$ cat src/rtl/divider_seq.sv
// Sequential unsigned divider: restoring radix-2, one quotient bit per clock.
// Latency: NUM_W cycles from accept to out_valid (1 cycle for divide-by-zero).
// Backpressure: result held in DONE until out_ready; in_ready only in IDLE.
module divider_seq #(
    parameter int NUM_W = 8,
    parameter int DEN_W = 4
) (
    input  logic             clk,
    input  logic             rst_n,
    input  logic             in_valid,
    output logic             in_ready,
    input  logic [NUM_W-1:0] numerator,
    input  logic [DEN_W-1:0] denominator,
    output logic             out_valid,
    input  logic             out_ready,
    output logic [NUM_W-1:0] quotient,
    output logic [DEN_W-1:0] remainder,
    output logic             div_by_zero,
    output logic             busy
);

    localparam int CNT_W = $clog2(NUM_W + 1);

    typedef enum logic [1:0] {
        IDLE = 2'd0,
        CALC = 2'd1,
        DONE = 2'd2
    } state_t;

    state_t           state;
    // Numerator shifts out of the top while quotient bits shift in at the bottom,
    // so after NUM_W steps this register holds the quotient.
    logic [NUM_W-1:0] num_q;
    logic [DEN_W-1:0] den_q;
    logic [DEN_W:0]   prem;
    logic [CNT_W-1:0] cnt;
    // A zero divisor takes a single CALC cycle so its latency is fixed at one.
    logic             zero_q;

    logic [DEN_W:0]   shifted;
    logic [DEN_W:0]   diff;
    logic             qbit;
    logic [DEN_W:0]   prem_next;
    logic [NUM_W-1:0] num_next;

    // Handshake and status flags decode straight from the state register.
    assign in_ready  = (state == IDLE);
    assign out_valid = (state == DONE);
    assign busy      = (state == CALC);

    // One restoring step: the partial remainder is always below the divisor, so
    // its top bit is zero before the shift and nothing is lost.
    always_comb begin
        shifted   = {prem[DEN_W-1:0], num_q[NUM_W-1]};
        diff      = shifted - {1'b0, den_q};
        qbit      = (shifted >= {1'b0, den_q});
        prem_next = qbit ? diff : shifted;
        num_next  = {num_q[NUM_W-2:0], qbit};
    end

    // Control FSM, datapath registers and registered result outputs.
    always_ff @(posedge clk) begin
        if (!rst_n) begin
            state       <= IDLE;
            num_q       <= '0;
            den_q       <= '0;
            prem        <= '0;
            cnt         <= '0;
            zero_q      <= 1'b0;
            quotient    <= '0;
            remainder   <= '0;
            div_by_zero <= 1'b0;
        end else begin
            case (state)
                IDLE: begin
                    if (in_valid) begin
                        num_q  <= numerator;
                        den_q  <= denominator;
                        prem   <= '0;
                        zero_q <= (denominator == '0);
                        cnt    <= (denominator == '0) ? CNT_W'(1) : CNT_W'(NUM_W);
                        state  <= CALC;
                    end
                end
                CALC: begin
                    cnt <= cnt - 1'b1;
                    if (!zero_q) begin
                        num_q <= num_next;
                        prem  <= prem_next;
                    end
                    if (cnt == CNT_W'(1)) begin
                        state       <= DONE;
                        div_by_zero <= zero_q;
                        if (zero_q) begin
                            quotient  <= '1;
                            remainder <= num_q[DEN_W-1:0];
                        end else begin
                            quotient  <= num_next;
                            remainder <= prem_next[DEN_W-1:0];
                        end
                    end
                end
                DONE: begin
                    if (out_ready) begin
                        state <= IDLE;
                    end
                end
                default: state <= IDLE;
            endcase
        end
    end

endmodule

$ cat config.mk
export PLATFORM = sky130hd
export DESIGN_NAME = divider_seq
export DESIGN_NICKNAME = d
export VERILOG_FILES = /design/src/rtl/divider_seq.sv
export SDC_FILE = /design/constraint.sdc
export NUM_CORES = 1
export LEC_CHECK = 0
export BUFFER_PORTS_ARGS = -buffer_cell sky130_fd_sc_hd__buf_2
export CORE_ASPECT_RATIO = 1.75
export CORE_MARGIN = 1
export CORE_UTILIZATION = 46
export CTS_CLUSTER_DIAMETER = 30
export DETAILED_ROUTE_END_ITERATION = 8
export GPL_ROUTABILITY_DRIVEN = 0
export HOLD_SLACK_MARGIN = 0.02
export PLACE_DENSITY = 0.67
export REMOVE_ABC_BUFFERS = 1
export SYNTH_ARGS = -nofsm -noshare
export SYNTH_HDL_FRONTEND = slang
export SYNTH_SLANG_ARGS = --single-unit
$ cat constraint.sdc
create_clock -name clk -period 2.5 [get_ports clk]
set_input_delay 0.5 -clock clk [delete_from_list [all_inputs] [get_ports clk]]
set_output_delay 0.5 -clock clk [all_outputs]
set_load 0.01 [all_outputs]
==> flow_summary.ini <==
[outcome]
run_status = finished clean

[power_and_ir_drop]
seq_power_share_pct = 47.2
p_switching_mw = 0.4116
leakagePower_nw = 0.8287
pwr-share-comb_pct = 21.5
netSwitchingFraction_pct = 29.30
p_int_mw = 0.9932
peakVddDrop_mv = 0.4156
powerDensity_nw_per_um2 = 710.1
pwr-share-clk_pct = 31.4

[grt]
grt_pass1_wl_mm = 6.078
grt_max_degree = 20
track_usage_pct = 20.73
first_global_vias = 1405
grt_antenna_before_repair = 0
grt-ovfl-total = 0

[critical_path]
startpoint = state[1]$_SDFFE_PN0P_
cp_slowest_stage_delay_ns = 0.43
worstSetupEndpointType = primary output
reg2reg_from = state[1]$_SDFFE_PN0P_
crit_buf_inv = 2
cp_cell_sequence = nand2b_1, inv_2, buf_2
cp_top_family = buffers and inverters
arrival_ns = 1.57
critPathKind = reg2out
path_max_fanout = 16
slowest_stage = nand2b_1
cp-start-kind = flop
critPathRequiredTime_ns = 2.00

[placement]
place_inst = 279
portBuffers = 31
hpwlAfterDp_mm = 2.705

[route]
first_pass_iters = 4
drc_errors = 0
postRouteAntennaNets = 0
first_iter_violations = 41
routed_via_density = 5.262
drt-total-wl_mm = 3.671
dr_total_vias = 1505
routedWlPerCell_um = 12.84

[finish]
layout.cells.non_filler = 286
final_nets = 263
antenna_cells = 0
drive_gt1_share_pct = 18.75
area_growth_pct = 15.23

[clock_tree]
h-tree-depth = 2
clock_sinks = 36
cts_tree = yes
cts_hold_buf = 0
clk_path_buf_depth = 2
cts-buffers-inserted = 5
cts_resized = 0
clock_latency_ns = 0.28
clkTransAtPathRegs_ns = 0.07
cts_setup_buffers = 0
cts-root-buf = clkbuf_8

[synthesis]
synth_area_sq_um = 1717
synth_edf_count = 0
avgSynthCellArea_sq_um = 8.097
synth.distinct_cells = 40
synth_cells = 212
synth-seq-cells = 36
ys.warnings.count = 0
synth_flop_cell = dfxtp_1
ys_seq_area_share_pct = 41.98
ys_async_sr_fraction_pct = 0

[timing]
clock.fmax_mhz = 483.0
drv_slew = 0
setup_tns_ns = 0
hold_viol = 0
max_slew_margin_pct = 56.18
fin_skew_ns = 0.003759
setup_violations = 0
period_needed_ns = 2.070
fin_crit_sh_pct = 82.82
worst_slew_pin_slew_ns = 0.6565
rsz0062_at_grt = no

[worst_hold_path]
worst_hold_path_type = reg2reg
hp-start = den_q[1]$_SDFFE_PN0P_

[run]
cap_violations = 0

[die]
coreArea_sq_um = 3592
die_h_um = 82.81
num_rows = 29
ios = 32
initial_core_util_pct = 47.79
die_w_um = 48.18
fp.dieArea_sq_um = 3990
## power groups by stage
stage / clock network, mW / registers, mW / logic, mW
final: 0.440 / 0.663 / 0.302
after CTS: 0.457 / 0.663 / 0.304
after floorplan: 0 / 0.669 / 0.223
after global placement: 0 / 0.675 / 0.301
after detailed placement: 0 / 0.676 / 0.303
after global routing: 0.481 / 0.670 / 0.338
## logic make-up after synthesis
| logic type | synth area share, % |
|---|---|
| simple gates | 25.95 |
| compound gates | 17.27 |
| flops | 41.98 |
| buf+inv | 5.393 |
| fa+ha+maj | 5.539 |
| mux | 2.332 |
| xor+xnor | 1.531 |
## per-stage QoR
stage	area (sq um)	power (mW)	utilization [%]	setup slack (ns)	hold WS (ns)
2_1_floorplan	1662	0.8917	-	0.8623	0.4277
3_3_place_gp	1882	0.9758	52.39	0.5800	0.4457
3_5_place_dp	1882	0.9789	52.39	0.5143	0.4480
4_1_cts	1978	1.424	55.07	0.4069	0.4577
5_1_grt	1978	1.489	55.07	0.2714	0.4665
6_report	1978	1.405	55.07	0.4295	0.4537
## metal layers
metal  wire length [um]  global-route usage, %  vias up
met5                  0                      0        -
li1                   -                      -      786
met2               1919                  32.85       28
met4                 76                  8.586        0
met1               1570                  25.31      683
met3                103                  5.000        8
## sequential cells by signal, summed over array words and instances, names as in the netlist
register,count
zero_q,1
den_q,4
div_by_zero,1
num_q,8
quotient,8
state,2
remainder,4
cnt,4
prem,4
## cells in the mapped netlist (all sizes together) (2+ instances only)
cell type	count	share of area [%]
ha	6	4.4
nand3	5	1.5
a21oi	12	4.2
and2	3	1.2
a31oi	4	2.3
a311oi	7	3.9
nand2b	5	1.8
buf	6	2.1
clkbuf	5	1.1
mux2i	4	2.3
inv	9	2.0
nor2	30	6.6
xor2	2	1.0
dfxtp	36	42
o21ai	11	3.2
nand2	35	7.7
nor3	16	4.7
## layout by cell type, fill, tap and decap left out, types with 2 or more instances in the layout
master / n
clkbuf_8: 7
a311oi_1: 6
o21ai_1: 9
xor2_1: 2
nand2_1: 35
nor2_1: 30
dfxtp_1: 36
nand2b_1: 5
inv_1: 8
o21ai_0: 2
nor3_1: 16
mux2i_1: 4
buf_2: 31
and2_1: 2
ha_1: 6
a21oi_1: 11
nand3_1: 5
a31oi_1: 3
## worst paths after layout
kind,to,slack (ns),depth (start not counted)
worst max-delay path,busy,0.43,3
worst min-delay path,den_q[1]$_SDFFE_PN0P_,0.45,2
worst min register to register,den_q[1]$_SDFFE_PN0P_,0.45,2
worst max register to register,remainder[2]$_SDFFE_PN0P_,0.52,6
## tightest hold or removal path: stages (launching register included)
cell and delay (ns):
dfxtp_1 0.31, nand2_1 0.05, a21oi_1 0.05
## area by class of cell
cell class | count | area (sq um)
fillers | 355 | 1614
multi-input cells | 155 | 903.4
flip-flops and latches | 36 | 720.7
repair buffers | 32 | 162.7
clock buffers | 7 | 96.34
well taps | 46 | 57.56
inverters | 10 | 37.54
(Power assumes the default switching activity.)
